<file path="config.mk">
export PLATFORM = sky130hd
export DESIGN_NAME = mem_req_deframer
export DESIGN_NICKNAME = d
export VERILOG_FILES = /design/src/rtl/mem_req_deframer_pkg.sv /design/src/rtl/mem_req_deframer_fifo.sv /design/src/rtl/mem_req_deframer.sv
export SDC_FILE = /design/constraint.sdc
export NUM_CORES = 1
export LEC_CHECK = 0
export BUFFER_PORTS_ARGS = -buffer_cell sky130_fd_sc_hd__buf_2
export CORE_ASPECT_RATIO = 0.75
export CORE_MARGIN = 2
export CORE_UTILIZATION = 45
export CTS_CLUSTER_DIAMETER = 120
export CTS_CLUSTER_SIZE = 8
export DETAILED_ROUTE_END_ITERATION = 10
export GPL_ROUTABILITY_DRIVEN = 0
export PLACE_DENSITY = 0.65
export RECOVER_POWER = 25
export SETUP_SLACK_MARGIN = 0.1
export SYNTH_ARGS = -nofsm -noshare
export SYNTH_HDL_FRONTEND = slang
export SYNTH_SLANG_ARGS = --single-unit
</file>
<file path="constraint.sdc">
create_clock -name clk -period 1.9 [get_ports clk]
set_input_delay 0.285 -clock clk [delete_from_list [all_inputs] [get_ports clk]]
set_output_delay 0.285 -clock clk [all_outputs]
set_load 0.01 [all_outputs]
</file>
<file path="src/rtl/mem_req_deframer_pkg.sv">
// Shared opcodes, FSM state encoding and header byte-0 field offsets for the request deframer.
package mem_req_deframer_pkg;

    localparam logic [1:0] OP_READ  = 2'd1;
    localparam logic [1:0] OP_WRITE = 2'd2;
    localparam logic [1:0] OP_ERASE = 2'd3;

    localparam int B0_OP_LSB  = 0;
    localparam int B0_OP_MSB  = 3;
    localparam int B0_SRC_LSB = 6;
    localparam int B0_SRC_MSB = 7;

    typedef enum logic [2:0] {
        S_OP   = 3'd0,
        S_A2   = 3'd1,
        S_A1   = 3'd2,
        S_A0   = 3'd3,
        S_LEN  = 3'd4,
        S_DESC = 3'd5,
        S_DATA = 3'd6
    } state_t;

    // Only the 4-bit codes 1..3 are legal; the upper opcode bits must be zero.
    function automatic logic op_legal(input logic [3:0] op);
        return (op[3:2] == 2'b00) && (op[1:0] != 2'b00);
    endfunction

endpackage

</file>
<file path="src/rtl/mem_req_deframer_fifo.sv">
// mem_byte_fifo: registered byte FIFO, power-of-2 DEPTH, synchronous flush.
// Latency 1 cycle push-to-visible; push ignored when full, pop ignored when empty.
module mem_byte_fifo #(
    parameter int DEPTH = 4
) (
    input  logic       clk,
    input  logic       rst_n,
    input  logic       flush,
    input  logic       push,
    input  logic [7:0] push_data,
    input  logic       pop,
    output logic [7:0] pop_data,
    output logic       full,
    output logic       empty
);
    localparam int AW = $clog2(DEPTH);

    logic [7:0]  mem [DEPTH];
    logic [AW:0] wr_ptr;
    logic [AW:0] rd_ptr;
    logic        do_push;
    logic        do_pop;

    assign do_push = push && !full && !flush;
    assign do_pop  = pop && !empty && !flush;

    always_ff @(posedge clk or negedge rst_n) begin
        if (!rst_n) begin
            wr_ptr <= '0;
            rd_ptr <= '0;
        end else if (flush) begin
            wr_ptr <= '0;
            rd_ptr <= '0;
        end else begin
            if (do_push) wr_ptr <= wr_ptr + (AW+1)'(1);
            if (do_pop)  rd_ptr <= rd_ptr + (AW+1)'(1);
        end
    end

    always_ff @(posedge clk) begin
        if (do_push) mem[wr_ptr[AW-1:0]] <= push_data;
    end

    assign empty    = (wr_ptr == rd_ptr);
    assign full     = (wr_ptr[AW] != rd_ptr[AW]) && (wr_ptr[AW-1:0] == rd_ptr[AW-1:0]);
    // Storage is not reset, so hide stale contents while empty.
    assign pop_data = empty ? 8'h00 : mem[rd_ptr[AW-1:0]];

endmodule

</file>
<file path="src/rtl/mem_req_deframer.sv">
// Turns the bus byte stream into flash request descriptors; WRITE payload goes through a byte FIFO.
// Descriptor 1 cycle after last header byte; in_ready low while a descriptor waits or the FIFO is full.
// Optional MEM_DEFRAMER_TIMEOUT_EN aborts frames stalled mid-header or mid-payload.
module mem_req_deframer
    import mem_req_deframer_pkg::*;
#(
    parameter int FIFO_DEPTH     = 4,
    parameter int TIMEOUT_CYCLES = 255
) (
    input  logic        clk,
    input  logic        rst_n,
    input  logic        in_valid,
    output logic        in_ready,
    input  logic [7:0]  in_data,
    output logic        req_valid,
    input  logic        req_ready,
    output logic [1:0]  req_op,
    output logic [23:0] req_addr,
    output logic [8:0]  req_len,
    output logic [1:0]  req_src,
    output logic        wr_valid,
    input  logic        wr_ready,
    output logic [7:0]  wr_data,
    output logic        busy,
    output logic        err_opcode,
    output logic        err_timeout
);
    if (TIMEOUT_CYCLES < 1 || TIMEOUT_CYCLES > 255) begin : g_bad_timeout
        $error("TIMEOUT_CYCLES must fit the 8-bit idle counter");
    end

    state_t     state;
    logic [8:0] data_cnt;
    logic       fifo_full;
    logic       fifo_empty;
    logic       accept;
    logic       push;
    logic       timeout_hit;

    always_comb begin
        in_ready = 1'b1;
        case (state)
            S_DESC:  in_ready = 1'b0;
            S_DATA:  in_ready = !fifo_full;
            default: in_ready = 1'b1;
        endcase
    end

    assign accept   = in_valid && in_ready;
    assign push     = accept && (state == S_DATA);
    assign wr_valid = !fifo_empty;
    assign busy     = (state != S_OP) || !fifo_empty;

`ifdef MEM_DEFRAMER_TIMEOUT_EN
    logic [7:0] idle_cnt;
    logic       timed;

    // Waiting for req_ready in S_DESC is the consumer's stall, not the sender's.
    assign timed       = (state inside {S_A2, S_A1, S_A0, S_LEN, S_DATA});
    assign timeout_hit = timed && !accept && (idle_cnt == 8'(TIMEOUT_CYCLES - 1));

    always_ff @(posedge clk or negedge rst_n) begin
        if (!rst_n) begin
            idle_cnt    <= 8'd0;
            err_timeout <= 1'b0;
        end else begin
            err_timeout <= timeout_hit;
            if (!timed || accept || timeout_hit) idle_cnt <= 8'd0;
            else                                 idle_cnt <= idle_cnt + 8'd1;
        end
    end
`else
    assign timeout_hit = 1'b0;
    assign err_timeout = 1'b0;
`endif

    always_ff @(posedge clk or negedge rst_n) begin
        if (!rst_n) begin
            state      <= S_OP;
            req_valid  <= 1'b0;
            req_op     <= 2'd0;
            req_addr   <= 24'd0;
            req_len    <= 9'd0;
            req_src    <= 2'd0;
            data_cnt   <= 9'd0;
            err_opcode <= 1'b0;
        end else begin
            err_opcode <= 1'b0;
            if (timeout_hit) begin
                state <= S_OP;
            end else begin
                case (state)
                    S_OP: if (accept) begin
                        if (op_legal(in_data[B0_OP_MSB:B0_OP_LSB])) begin
                            req_op  <= in_data[B0_OP_LSB+1:B0_OP_LSB];
                            req_src <= in_data[B0_SRC_MSB:B0_SRC_LSB];
                            state   <= S_A2;
                        end else begin
                            err_opcode <= 1'b1;
                        end
                    end
                    S_A2: if (accept) begin
                        req_addr[23:16] <= in_data;
                        state           <= S_A1;
                    end
                    S_A1: if (accept) begin
                        req_addr[15:8] <= in_data;
                        state          <= S_A0;
                    end
                    S_A0: if (accept) begin
                        req_addr[7:0] <= in_data;
                        if (req_op == OP_ERASE) begin
                            req_len   <= 9'd0;
                            req_valid <= 1'b1;
                            state     <= S_DESC;
                        end else begin
                            state <= S_LEN;
                        end
                    end
                    S_LEN: if (accept) begin
                        // Length is sent minus one so 0xFF encodes a full 256-byte page.
                        req_len   <= {1'b0, in_data} + 9'd1;
                        req_valid <= 1'b1;
                        state     <= S_DESC;
                    end
                    S_DESC: if (req_ready) begin
                        req_valid <= 1'b0;
                        if (req_op == OP_WRITE) begin
                            data_cnt <= req_len;
                            state    <= S_DATA;
                        end else begin
                            state <= S_OP;
                        end
                    end
                    S_DATA: if (accept) begin
                        data_cnt <= data_cnt - 9'd1;
                        if (data_cnt == 9'd1) state <= S_OP;
                    end
                    default: state <= S_OP;
                endcase
            end
        end
    end

    mem_byte_fifo #(
        .DEPTH (FIFO_DEPTH)
    ) u_fifo (
        .clk       (clk),
        .rst_n     (rst_n),
        .flush     (timeout_hit),
        .push      (push),
        .push_data (in_data),
        .pop       (wr_ready),
        .pop_data  (wr_data),
        .full      (fifo_full),
        .empty     (fifo_empty)
    );

endmodule

</file>
# == After elaboration in Yosys (flattened, before gate mapping) ==
# Memories as Yosys holds them, arrays and structs flattened.
# Cells that the tools add are included.
# totals
latchBits,0
output_inout_bits,51
in_bits,13
rom_bits,0
ff_bits,57
wordCells,96
n_memories,1
mem_bits_rw,32
# op_classes
addsub,4
shifts,0
div,0
n_bitwise,0
magnitude_cmp,0
n_mul,0
n_mux,32
n_eq_ne,23
reduce_logical,24
# mem_list
name,words,word_bits,read_ports,rd_clocked_by_memory_dff,write_ports,line_no,source
u_fifo.mem,4,8,1,0,1,mem_req_deframer_fifo.sv:18,logic [7:0] mem [DEPTH];
# op_table
operator,count
$mux W9,6
$pmux W9 S2,2
$mux W3,10
$pmux W3 S7,1
$ne A2 B2 Y1 const B,10
$mux W1,10
$add A8 B1 Y9 const B,1
$eq A3 B3 Y1 const B,3
$eq A9 B1 Y1 const B,1
$reduce_and A9 Y1,1
$sub A9 B1 Y9 const B,1
$mux W8,1
$reduce_and A4 Y1,2
$add A3 B1 Y3 const B,2
$eq A3 B2 Y1 const B,2
$logic_and A1 B1 Y1,6
$reduce_and A2 Y1,3
$reduce_bool A2 Y1,3
$reduce_bool A3 Y1,2
$reduce_and A5 Y1,1
$eq A2 B2 Y1 const B,2
$eq A3 B1 Y1 const B,1
$eq A3 B3 Y1,1
$logic_not A3 Y1,1
other kinds (9),10

# == Logic depth before layout (Yosys ltp) ==
# Gate-level depths: netlist (run 1).
# logic_depth
word_depth,9
mapped_depth,6
mapped_depth_nobuf,6

# == Cells and area by module ==
# From an unflattened synthesis (run 1), not the netlist that was laid out.
# hier_totals
hier_cells,348
hier_area_um2,4404.2
# modules_own_cells
module,area_per_inst_um2,n_inst,cells_each,seq_area_each_um2
mem_req_deframer,2642.5,1,234,1276.2
mem_byte_fifo,1761.7,1,114,1111.1

# == Least setup slack after synthesis (run 1) ==
# Ideal clock, no wire load.
# synth_timing
kind,reg-to-reg
start,register u_fifo.rd_ptr[1]
end,memory u_fifo.mem[0][0] (enable)
synth_period_minus_slack_ns,1.904
path_buffers,2
arrival_ns,1.572
setup_ns,0.332
setup_slack_ns,-0.004
path_stages_with_launch,6
path_cell_list,dfrtp_1 -> buf_6 -> xnor2_2 -> a311oi_4 -> buf_6 -> and2_1
# synth_between
elab_chain_len,9
# synth_lines
element,line_no,source
from (decl),mem_req_deframer_fifo.sv:20,logic [AW:0] rd_ptr;
from (signal assigned),mem_req_deframer_fifo.sv:36,if (do_pop) rd_ptr <= rd_ptr + (AW+1)'(1);
$eq A2 B2 Y1 *,mem_req_deframer_fifo.sv:45,assign full = (wr_ptr[AW] != rd_ptr[AW]) && (wr_ptr[AW-1:0] == rd_ptr[AW-1:0]);
$logic_and A1 B1 Y1 *,mem_req_deframer_fifo.sv:45,
$logic_not A1 Y1 *,"mem_req_deframer_fifo.sv:24, mem_req_deframer.sv:44",
$pmux W1 S2,mem_req_deframer.sv:42,case (state)
$logic_and A1 B1 Y1,mem_req_deframer.sv:49,assign accept = in_valid && in_ready;
$logic_and A1 B1 Y1,mem_req_deframer.sv:50,assign push = accept && (state == S_DATA);
$logic_and A1 B1 Y1 *,mem_req_deframer_fifo.sv:24,assign do_push = push && !full && !flush;
$mux W1 *,mem_req_deframer_fifo.sv:41,if (do_push) mem[wr_ptr[AW-1:0]] <= push_data;
$mux W1 (implied by the code) *,mem_req_deframer_fifo.sv:41,
to (decl),mem_req_deframer_fifo.sv:18,
# Mark *: on every way between the ends. The rest lies on a longest branch, timed or not.

# == Final worst setup path (run 1) ==
# layout_timing
start,register u_fifo.rd_ptr[0]
end,output wr_data[0]
# layout_between
elab_chain_len,2
# layout_lines
element,line_no,source
$mem_v2 Z4 W8 / $eq A3 B3 Y1 (equally long branches),--,
$mux W8 *,mem_req_deframer_fifo.sv:47,assign pop_data = empty ? 8'h00 : mem[rd_ptr[AW-1:0]];
to (decl),mem_req_deframer.sv:23,"output logic [7:0] wr_data,"
# Marks and branches as above.

==> impl_metrics.csv, run 1 <==
group,metric,value,unit
outcome,status,"complete, but fails checks",
outcome,violations,"negative setup slack",
clock_network,clockBufferDepth,2,
place,hpwl,6460,um
synthesis,ys_ff_latch,89,
synthesis,synth_edf_count,32,
final_layout,area_growth,27.54,%
die,die-area,0.009977,sq mm
timing,report.final.slew_viol_count,0,
clock_network,cts_made_buffers,9,
timing,final-hold-violation-count,0,
critical_path,critPathLaunch,"u_fifo.rd_ptr[0]$_DFFE_PN0P_",
critical_path,cp_num_buf_inv,3,
critical_path,path_depth,5,
pwr,power_frac_seq,36.0,%
final_layout,final_util,58.77,%
global_routing,grt_pass1_wl,15660,um
synthesis,syn-num-nets,339,
pwr,ir_drop,0.7886,mV
final_layout,nets,433,
synthesis,syn_area_per_cell,13.04,sq um
timing,period_needed,2.039,ns
pwr,netSwitchingFraction,36.39,%
routing,drc,0,
critical_path,start_kind,"register",
critical_path,max_stage_delay,0.49,ns
die,ioPinCount,64,
clock_network,clock_sinks,89,
pwr,leakagePower,2.269,nW
synthesis,syn_inst,317,
pwr,p_clk_share,19.1,%
die,rows,30,
global_routing,overflow,0,
die,initial_core_util,46.08,%
synthesis,synthSimpleGateAreaFrac,11.86,%
pwr,power_density,1640,mW/mm^2
timing,slew_headroom,46.65,%
synthesis,synth_compound_area_share,10.26,%
critical_path,cp_top_family,"multiplexers",
timing,fin_crit_sh,107.3,%
routing,via_per_inst,5.646,
timing,fin_ws,-0.1393,ns
die,die_height,87.01,um
place,io_buffers,62,
clock_network,clkLatencyLatePin,0.33,ns
final_layout,insertedDiodeCount,0,
routing,wl_per_cell,18.96,um
critical_path,reg2reg_depth,7,
routing,wl,10010,um
pwr,comb_power_share,44.9,%
timing,fmax,490.4,MHz
routing,first_pass_iters,4,
critical_path,required,1.62,ns
timing,max_slew.worst_pin.slew,0.8003,ns
run,drv_cap,0,
die,core,0.008971,sq mm
critical_path,slowest_stage,"mux4_2",
timing,rsz0062_at_grt,"yes",
clock_network,cts-root-buf,"clkbuf_16",
routing,drtIter0Drc,129,
critical_path,crit_chain,"buf_4, buf_6, mux4_2, and2_1, buf_2",
timing,setup_viol,51,
synthesis,ys_seq_area_share,57.75,%
global_routing,grt_max_degree,58,
critical_path,worstSetupEndpointType,"primary output",
pwr,intPower,0.005500,W
synthesis,synth_cell_types,56,
critical_path,rrSetupSlack,-0.10,ns
synthesis,syn_area,0.004134,sq mm
synthesis,yosys.area_share.adder,2.724,%
critical_path,worstSetupPathType,"reg2out",
die,fp.dieW,114.7,um
clock_network,htreeDepth,3,
synthesis,synth_top_family_by_area,"simple AND/OR/NAND/NOR gates",
critical_path,r2r_start,"u_fifo.rd_ptr[0]$_DFFE_PN0P_",
routing,vias,2981,
final_layout,final_layout_size_suffix_gt1_share,41.35,%
pwr,switchingPower,0.003146,W
critical_path,cp.arrival,1.75,ns
final_layout,fillers,711,
final_layout,final-seq-area,0.002390,sq mm
global_routing,antenna_found_initial,0,
synthesis,ys.flop_type,"dfrtp_1",
global_routing,grtUsageTotal,20.83,%
timing,clock_skew,0.006831,ns
synthesis,async_reset_ff_share,64.04,%
clock_network,clk_pin_slew,0.07,ns
critical_path,crit_fanout,4,
synthesis,synth_mux_area_share,10.99,%
synthesis,synth_warnings,0,
final_layout,multi_input_area,0.001780,sq mm
clock_network,cts_tree,"yes",
synthesis,synth_xor_area_share,3.117,%
critical_path,endpoint,"wr_data[0]",
timing,whs,0.2734,ns
worst_hold_path,worstHoldPathType,"in2reg",
routing,drtAntennaViolNets,0,
critical_path,r2r_end,"u_fifo.mem[1][1]$_DFFE_PP_",
global_routing,grt_pass1_vias,2869,
[repair_timing]
item / in CTS / in global routing
setup buffers: 9 / 8
cloned: 1 / 1
hold buffers: 1 / 0
pin swaps: 14 / 11
gates resized for setup: 15 / 31
hold endpoints to repair: 57 / 0
setup endpoints to repair: 12 / 56
[metal layers]
metal	routed length, um	vias up	global-route usage (%)
met5	0	-	0
met4	166	0	6.208
met3	620	15	5.080
met2	4636	100	31.68
met1	4588	1507	29.87
li1	-	1359	-
[synth_stat cells, types with 8 or more instances]
master	count	area [sq um]
dfrtp_1	57	1426
mux2_2	23	259.0
o21ai_0	17	85.08
inv_1	9	33.78
nand3_1	9	45.04
mux4_2	8	180.2
o2bb2ai_1	10	87.58
edfxtp_1	32	960.9
clkbuf_1	9	33.78
nand2_1	17	63.81
nor2_1	9	33.78
and2_1	14	87.58
ha_1	9	112.6
[sequential cells by signal, summed over array words and instances, names as in the netlist]
| register | flops |
|---|---|
| u_fifo.mem | 32 |
| req_addr | 24 |
| data_cnt | 9 |
| req_len | 9 |
| state | 3 |
| u_fifo.rd_ptr | 3 |
| u_fifo.wr_ptr | 3 |
| req_op | 2 |
| req_src | 2 |
| err_opcode | 1 |
| req_valid | 1 |
[final cells by class]
cell class              instances  share of cell area (%)
clock inverters                 7                  0.9492
repair buffers                100                   12.39
well taps                     112                   2.658
multi-input cells             202                   33.77
inverters                       9                  0.6407
flip-flops and latches         89                   45.33
clock buffers                   9                   4.271
[power by group through the flow]
stage	registers, W	logic [W]	clock network, W
3_5_place_dp	0.00309	0.00319	0
6_report	0.00311	0.00388	0.00165
5_1_grt	0.00319	0.00424	0.00175
3_3_place_gp	0.00307	0.00316	0
2_1_floorplan	0.00317	0.00196	0
4_1_cts	0.00308	0.00351	0.00168
[tightest hold or removal path, cell delays in order]
cell	delay [ns]
buf_2	0.11
nand3_1	0.10
xnor2_1	0.07
[cells in the final DEF, fill, tap and decap left out, types with 6 or more instances in the layout]
| master | n |
|---|---|
| a21oi_1 | 7 |
| edfxtp_1 | 32 |
| o21ai_0 | 13 |
| xnor2_1 | 6 |
| ha_1 | 9 |
| inv_1 | 9 |
| mux4_2 | 8 |
| clkbuf_16 | 9 |
| buf_2 | 53 |
| nand3_1 | 8 |
| nor2_1 | 9 |
| nor3_1 | 7 |
| and2_4 | 6 |
| buf_6 | 10 |
| mux2_2 | 23 |
| and2_1 | 9 |
| o2bb2ai_1 | 6 |
| clkbuf_1 | 10 |
| dfrtp_1 | 55 |
| buf_4 | 22 |
| nand2_1 | 17 |
[worst min path at each step]
stage	cells past startpoint	startpoint	to	slack, ns
after floorplan	0	rst_n	data_cnt[0]$_DFFE_PN0P_	-0.01
after global placement	2	rst_n	req_valid$_DFFE_PN0P_	0.31
after detailed placement	2	rst_n	state[1]$_DFFE_PN0P_	0.31
after CTS	1	in_data[7]	u_fifo.mem[1][7]$_DFFE_PP_	0.26
after global routing	3	wr_ready	u_fifo.rd_ptr[2]$_DFFE_PN0P_	0.27
final	3	wr_ready	u_fifo.rd_ptr[2]$_DFFE_PN0P_	0.27
[logic make-up (layout without fill, tap and decap cells)]
kind of cell	Yosys count	count (layout)
and+or+nand+nor	87	88
AOI/OAI and AO/OA	59	59
adders and majority gates	9	9
other	1	1
xor gates and xnor gates	13	13
DFF	89	89
muxes	32	32
buffers and inverters	27	125
[stage by stage]
stage          cells  worst slack, ns  TNS [ns]  total power [W]  area [sq um]
2_1_floorplan    317          0.05422         0         0.005125          4139
3_3_place_gp     492           0.1244         0         0.006230          4658
3_5_place_dp     492          0.08361         0         0.006276          4658
4_1_cts          519         -0.09945   -0.6893         0.008268          5082
5_1_grt          528          -0.2288    -5.627         0.009190          5273
6_report         528          -0.1393    -3.598         0.008646          5273
Power figures use the tool's default switching activity.
==> inputs of run 2 (changes only) <==
--- a/config.mk
+++ b/config.mk
@@ -13,9 +13,11 @@
 export CTS_CLUSTER_SIZE = 8
 export DETAILED_ROUTE_END_ITERATION = 10
 export GPL_ROUTABILITY_DRIVEN = 0
+export GPL_TIMING_DRIVEN = 0
 export PLACE_DENSITY = 0.65
 export RECOVER_POWER = 25
 export SETUP_SLACK_MARGIN = 0.1
 export SYNTH_ARGS = -nofsm -noshare
 export SYNTH_HDL_FRONTEND = slang
+export SYNTH_HIERARCHICAL = 1
 export SYNTH_SLANG_ARGS = --single-unit
==> run 2 against run 1 <==
The flow still finishes with violations (negative setup slack). Critical path type unchanged. Register-to-register slack worse by 0.05 ns. Highest routed layer unchanged. Clock skew is 0.0020 ns higher. Die area is 6.3% higher.
==> impl_metrics.csv, run 2 <==
group,metric,value,unit
routing,first_pass_iters,4,
place,io_buffers,61,
routing,via_per_inst,5.566,
final_layout,final_common_cell,"buf_2",
timing,rsz0062_at_grt,"yes",
timing,clock_skew,0.008794,ns
global_routing,grt_pass1_vias,3043,
routing,drtAntennaViolNets,0,
synthesis,syn_inst,348,
synthesis,async_reset_ff_share,64.04,%
clock_network,clock_sinks,89,
die,rows,31,
clock_network,htreeDepth,3,
die,core,0.009580,sq mm
timing,fmax,473.6,MHz
timing,final-hold-violation-count,0,
final_layout,area_growth,32.02,%
final_layout,largest_register_ffs,32,
final_layout,layout_common_cells,"55 x buf_2, 51 x dfrtp_1, 32 x edfxtp_1, 24 x mux2_2, 23 x buf_4",
timing,setup_viol,51,
final_layout,insertedDiodeCount,0,
final_layout,final_util,60.69,%
die,die-area,0.01060,sq mm
clock_network,clkLatencyLatePin,0.34,ns
worst_hold_path,worstHoldPathType,"in2async",
final_layout,nets,473,
synthesis,synth_edf_count,32,
routing,wl,10750,um
global_routing,grt_max_degree,58,
pwr,leakagePower,2.386,nW
clock_network,clockBufferDepth,2,
global_routing,overflow,0,
pwr,power_density,1442,mW/mm^2
synthesis,yosysMostFrequentCell,"dfrtp_1",
timing,max_slew.worst_pin.slew,1.433,ns
die,ioPinCount,64,
clock_network,cts_tree,"yes",
die,initial_core_util,45.97,%
critical_path,worstSetupEndpointType,"primary output",
critical_path,crit_fanout,5,
place,hpwl,6820,um
final_layout,final_layout_size_suffix_gt1_share,45.83,%
global_routing,antenna_found_initial,0,
synthesis,synth_top_cell_by_area,"dfrtp_1",
final_layout,final-seq-area,0.002395,sq mm
clock_network,holdBufCountCts,0,
synthesis,synth_warnings,6,
final_layout,fillers,768,
clock_network,cts-root-buf,"clkbuf_16",
synthesis,ys_ff_latch,89,
synthesis,ys_seq_area_share,54.20,%
clock_network,clk_pin_slew,0.06,ns
timing,fin_crit_sh,111.1,%
final_layout,multi_input_area,0.002226,sq mm
clock_network,cts_made_buffers,9,
run,drv_cap,0,
synthesis,synth_top_area_share,32.39,%
critical_path,required,1.62,ns
routing,drc,0,
routing,drtIter0Drc,194,
synthesis,syn_area,0.004404,sq mm
outcome,violations,"negative setup slack",
synthesis,synth_commonest_cells,"57 x dfrtp_1, 32 x edfxtp_1, 24 x mux2_2",
timing,fin_ws,-0.2113,ns
critical_path,worstSetupPathType,"reg2out",
critical_path,cp.arrival,1.83,ns
synthesis,synth_cell_types,72,
routing,wl_per_cell,18.28,um
critical_path,start_kind,"register",
synthesis,synthTopCellsByArea,"dfrtp_1 32%, edfxtp_1 22%, mux2_2 6.1%, mux4_2 4.1%, ha_1 2.6%",
global_routing,grtUsageTotal,20.26,%
timing,slew_headroom,4.446,%
timing,whs,0.2671,ns
timing,period_needed,2.111,ns
routing,vias,3273,
synthesis,ys.flop_type,"dfrtp_1",
synthesis,syn_area_per_cell,12.66,sq um
pwr,ir_drop,0.9319,mV
outcome,status,"complete, but fails checks",
die,fp.dieW,118.2,um
timing,report.final.slew_viol_count,0,
global_routing,grt_pass1_wl,16280,um
die,die_height,89.68,um
## run 2: what timing repair did
action,4_1_cts,5_1_grt
endpoints found under the setup margin,54,70
gates cloned,0,1
pin swaps,16,22
gates resized for setup,27,51
buffers inserted,19,13
## run 2: final cells by class
class                   instances  share of cell area (%)
well taps                     132                   2.841
multi-input cells             234                   38.28
inverters                      10                  0.6456
clock inverters                 7                  0.9253
clock buffers                   9                   3.873
repair buffers                 91                   10.22
plain buffers                  16                   2.023
flip-flops and latches         89                   41.19
## run 2: where the power goes
group	internal, W	switching [W]
sequential	0.00253	0.000461
combinational	0.00185	0.00188
clock	0.000899	0.000762
## run 2: through the flow
stage	TNS, ns	cell area [sq um]	setup slack (ns)	power [W]	cells
after floorplan	-1.974	4487	-0.06167	0.004927	349
after global placement	-13.57	4957	-0.3711	0.005892	542
after detailed placement	-14.69	4957	-0.4032	0.005963	542
after CTS	-10.57	5504	-0.2443	0.007928	577
after global routing	-11.95	5814	-0.2849	0.008893	588
final	-7.313	5814	-0.2113	0.008382	588
## run 2: worst max-delay path, cell delays in order (launching register included)
cell and delay, ns:
dfrtp_2 0.51, buf_12 0.16, mux4_2 0.55, nor2b_4 0.15
buf_6 0.11
## run 2: path summary, 6_finish.rpt
| path | slack, ns | depth (start not counted) | start | to |
|---|---|---|---|---|
| worst max-delay path | -0.21 | 4 | u_fifo/rd_ptr[0]$_DFFE_PN0P_ | wr_data[6] |
| max in group asynchronous | 0.68 | 1 | rst_n | data_cnt[0]$_DFFE_PN0P_ |
| worst min register to register | 0.49 | 1 | data_cnt[6]$_DFFE_PN0P_ | data_cnt[6]$_DFFE_PN0P_ |
| worst max register to register | -0.15 | 8 | u_fifo/rd_ptr[1]$_DFFE_PN0P_ | u_fifo/mem[1][7]$_DFFE_PP_ |
| min in group clk | 0.30 | 3 | in_valid | err_opcode$_DFF_PN0_ |
| worst min-delay path | 0.27 | 1 | rst_n | u_fifo/rd_ptr[0]$_DFFE_PN0P_ |
## run 2: kinds of logic after synthesis
| family | Yosys count | synth area share [%] |
|---|---|---|
| adders and majority gates | 9 | 2.557 |
| buffers and inverters | 26 | 2.955 |
| and+or+nand+nor | 102 | 14.20 |
| xor gates and xnor gates | 12 | 2.386 |
| other | 1 | 0.08515 |
| DFF | 89 | 54.20 |
| muxes | 33 | 10.48 |
| AOI/OAI and AO/OA | 76 | 13.13 |
## run 2: per-layer routing
metal	routed length [um]	track usage [%]	vias to the layer above
met3	734	6.692	16
met1	4893	28.51	1644
met5	0	0	-
li1	-	-	1524
met2	4961	31.11	89
met4	159	4.272	0
==> inputs of run 3 (changes only) <==
--- a/config.mk
+++ b/config.mk
@@ -14,8 +14,9 @@
 export DETAILED_ROUTE_END_ITERATION = 10
 export GPL_ROUTABILITY_DRIVEN = 0
 export GPL_TIMING_DRIVEN = 0
-export PLACE_DENSITY = 0.65
+export PLACE_DENSITY_LB_ADDON = 0.05
 export RECOVER_POWER = 25
+export REMOVE_ABC_BUFFERS = 1
 export SETUP_SLACK_MARGIN = 0.1
 export SYNTH_ARGS = -nofsm -noshare
 export SYNTH_HDL_FRONTEND = slang
==> run 3 against run 2 <==
Routed wire length rose by 1.3%. Largest power group unchanged. The run still ends with negative setup slack left. Non-clock buffer count shrank 21. Global-route usage is 1.3 points higher. Critical path type is now reg2reg. Critical endpoint is now u_fifo/mem[3][2]$_DFFE_PP_. Critical path depth grew 4. Cell count shrank 3.6%. Clock skew is 0.0029 ns lower. Final area down 2.5%. Combinational power down 6.5%.
==> impl_metrics.csv, run 3 (synthesized netlist as in run 2, its figures left out) <==
group,metric,value,unit
outcome,status,"complete, but fails checks",
outcome,violations,"negative setup slack",
global_routing,grt_pass1_vias,3058,
critical_path,path_depth,8,
global_routing,grtUsageTotal,21.57,%
timing,fin_crit_sh,111.4,%
final_layout,largest_register_ffs,32,
critical_path,r2r_start,"u_fifo/rd_ptr[0]$_DFFE_PN0P_",
critical_path,critPathLaunch,"u_fifo/rd_ptr[0]$_DFFE_PN0P_",
critical_path,endpoint,"u_fifo/mem[3][2]$_DFFE_PP_",
final_layout,area_growth,28.78,%
critical_path,r2r_end,"u_fifo/mem[3][2]$_DFFE_PP_",
global_routing,grt_pass1_wl,17130,um
global_routing,grt_max_degree,58,
final_layout,layout_common_cells,"49 x buf_2, 46 x dfrtp_1, 32 x edfxtp_1, 24 x mux2_2, 17 x nand2_1",
critical_path,worstSetupEndpointType,"register",
critical_path,cp.arrival,2.16,ns
timing,final-hold-violation-count,0,
critical_path,max_stage_delay,0.50,ns
routing,vias,3176,
die,core,0.009580,sq mm
timing,clock_skew,0.005884,ns
critical_path,reg2reg_depth,8,
timing,rsz0062_at_grt,"yes",
clock_network,clkLatencyLatePin,0.34,ns
critical_path,worstSetupPathType,"reg2reg",
routing,wl,10890,um
final_layout,final_layout_size_suffix_gt1_share,44.14,%
clock_network,cts_made_buffers,9,
final_layout,final_common_cell,"buf_2",
critical_path,crit_fanout,8,
die,fp.dieW,118.2,um
timing,whs,0.2699,ns
global_routing,overflow,0,
routing,first_pass_iters,4,
clock_network,holdBufCountCts,0,
routing,wl_per_cell,19.20,um
clock_network,cts-root-buf,"clkbuf_16",
global_routing,antenna_found_initial,0,
critical_path,crit_chain,"buf_8, xnor2_4, nand2_2, nor2_4, nor3_4, inv_2, a311oi_4, and2_4",
timing,period_needed,2.117,ns
die,ioPinCount,64,
run,drv_cap,0,
pwr,power_density,1488,mW/mm^2
clock_network,clk_pin_slew,0.06,ns
die,die-area,0.01060,sq mm
clock_network,cts_tree,"yes",
clock_network,htreeDepth,3,
routing,drtIter0Drc,297,
pwr,leakagePower,2.289,nW
timing,fin_ws,-0.2174,ns
timing,max_slew.worst_pin.slew,1.443,ns
critical_path,cp_num_buf_inv,2,
place,hpwl,6860,um
place,place_ws,-1.633,ns
final_layout,insertedDiodeCount,0,
clock_network,clock_sinks,89,
critical_path,slowest_stage,"dfrtp_4",
final_layout,nets,452,
critical_path,cp_top_family,"simple AND/OR/NAND/NOR gates",
place,io_buffers,62,
critical_path,rrSetupSlack,-0.22,ns
timing,setup_viol,51,
final_layout,fillers,807,
routing,drc,0,
critical_path,required,1.95,ns
timing,fmax,472.3,MHz
die,rows,31,
timing,slew_headroom,3.777,%
routing,drtAntennaViolNets,0,
routing,via_per_inst,5.601,
die,initial_core_util,45.97,%
worst_hold_path,worstHoldPathType,"in2async",
pwr,ir_drop,0.8247,mV
timing,report.final.slew_viol_count,0,
critical_path,start_kind,"register",
clock_network,clockBufferDepth,2,
die,die_height,89.68,um
run 3: cell types whose count changed in the layout (fill, tap and decap cells not counted), moves of 2 or more:
cell	delta
dfrtp_1	-5
o21ai_2	-3
buf_8	+2
buf_6	-7
nor2_2	+2
buf_2	-6
o21ai_1	+3
buf_4	-7
a2111oi_0	+2
dfrtp_4	+3
dfrtp_2	+2
run 3: worst min path at each step:
| stage | to | depth (start not counted) | slack [ns] |
|---|---|---|---|
| CTS | u_fifo/mem[3][0]$_DFFE_PP_ | 1 | 0.27 |
| floorplan | data_cnt[0]$_DFFE_PN0P_ | 0 | -0.01 |
| global placement | data_cnt[6]$_DFFE_PN0P_ | 1 | 0.48 |
| finish | u_fifo/rd_ptr[1]$_DFFE_PN0P_ | 1 | 0.27 |
| global route | err_opcode$_DFF_PN0_ | 3 | 0.34 |
| detailed placement | data_cnt[6]$_DFFE_PN0P_ | 1 | 0.48 |
run 3: layout make-up:
class                   instances  area [sq um]  area share [%]
flip-flops and latches         89          2409           42.47
multi-input cells             234          2193           38.67
repair buffers                 86         560.5           9.883
clock buffers                  10         229.0           4.037
well taps                     132         165.2           2.912
clock inverters                 6         77.57           1.368
inverters                      10         37.54          0.6618
run 3: report_power, final:
part,switching (W),leakage (nW),internal (W),total (W)
sequential,0.000584,0.983,0.00255,0.00313
clock,0.000789,0.150,0.00104,0.00183
combinational,0.00171,1.16,0.00177,0.00348
run 3: through the flow:
stage / cells / cell area (sq um) / TNS, ns / util [%] / power (W)
final: 567 / 5672 / -8.334 / 59.20 / 0.008440
after global routing: 567 / 5672 / -11.16 / 59.20 / 0.008974
after CTS: 562 / 5525 / -7.653 / 57.67 / 0.008225
after floorplan: 333 / 4315 / -27.82 / - / 0.004794
after global placement: 527 / 4791 / -69.72 / 50.01 / 0.005798
after detailed placement: 527 / 4791 / -71.81 / 50.01 / 0.005841
run 3: repair_timing:
item / 4_1_cts / 5_1_grt
setup endpoints to repair: 92 / 91
buffers inserted: 19 / 6
pin swaps: 20 / 13
resized for setup: 62 / 26
run 3: routing by layer:
| metal | vias to the layer above | global-route usage (%) | part of all wire, % |
|---|---|---|---|
| li1 | 1480 | - | - |
| met1 | 1611 | 32.01 | 49 |
| met2 | 74 | 31.53 | 44 |
| met3 | 11 | 6.250 | 5.4 |
| met4 | 0 | 4.819 | 0.87 |
| met5 | - | 0 | 0 |
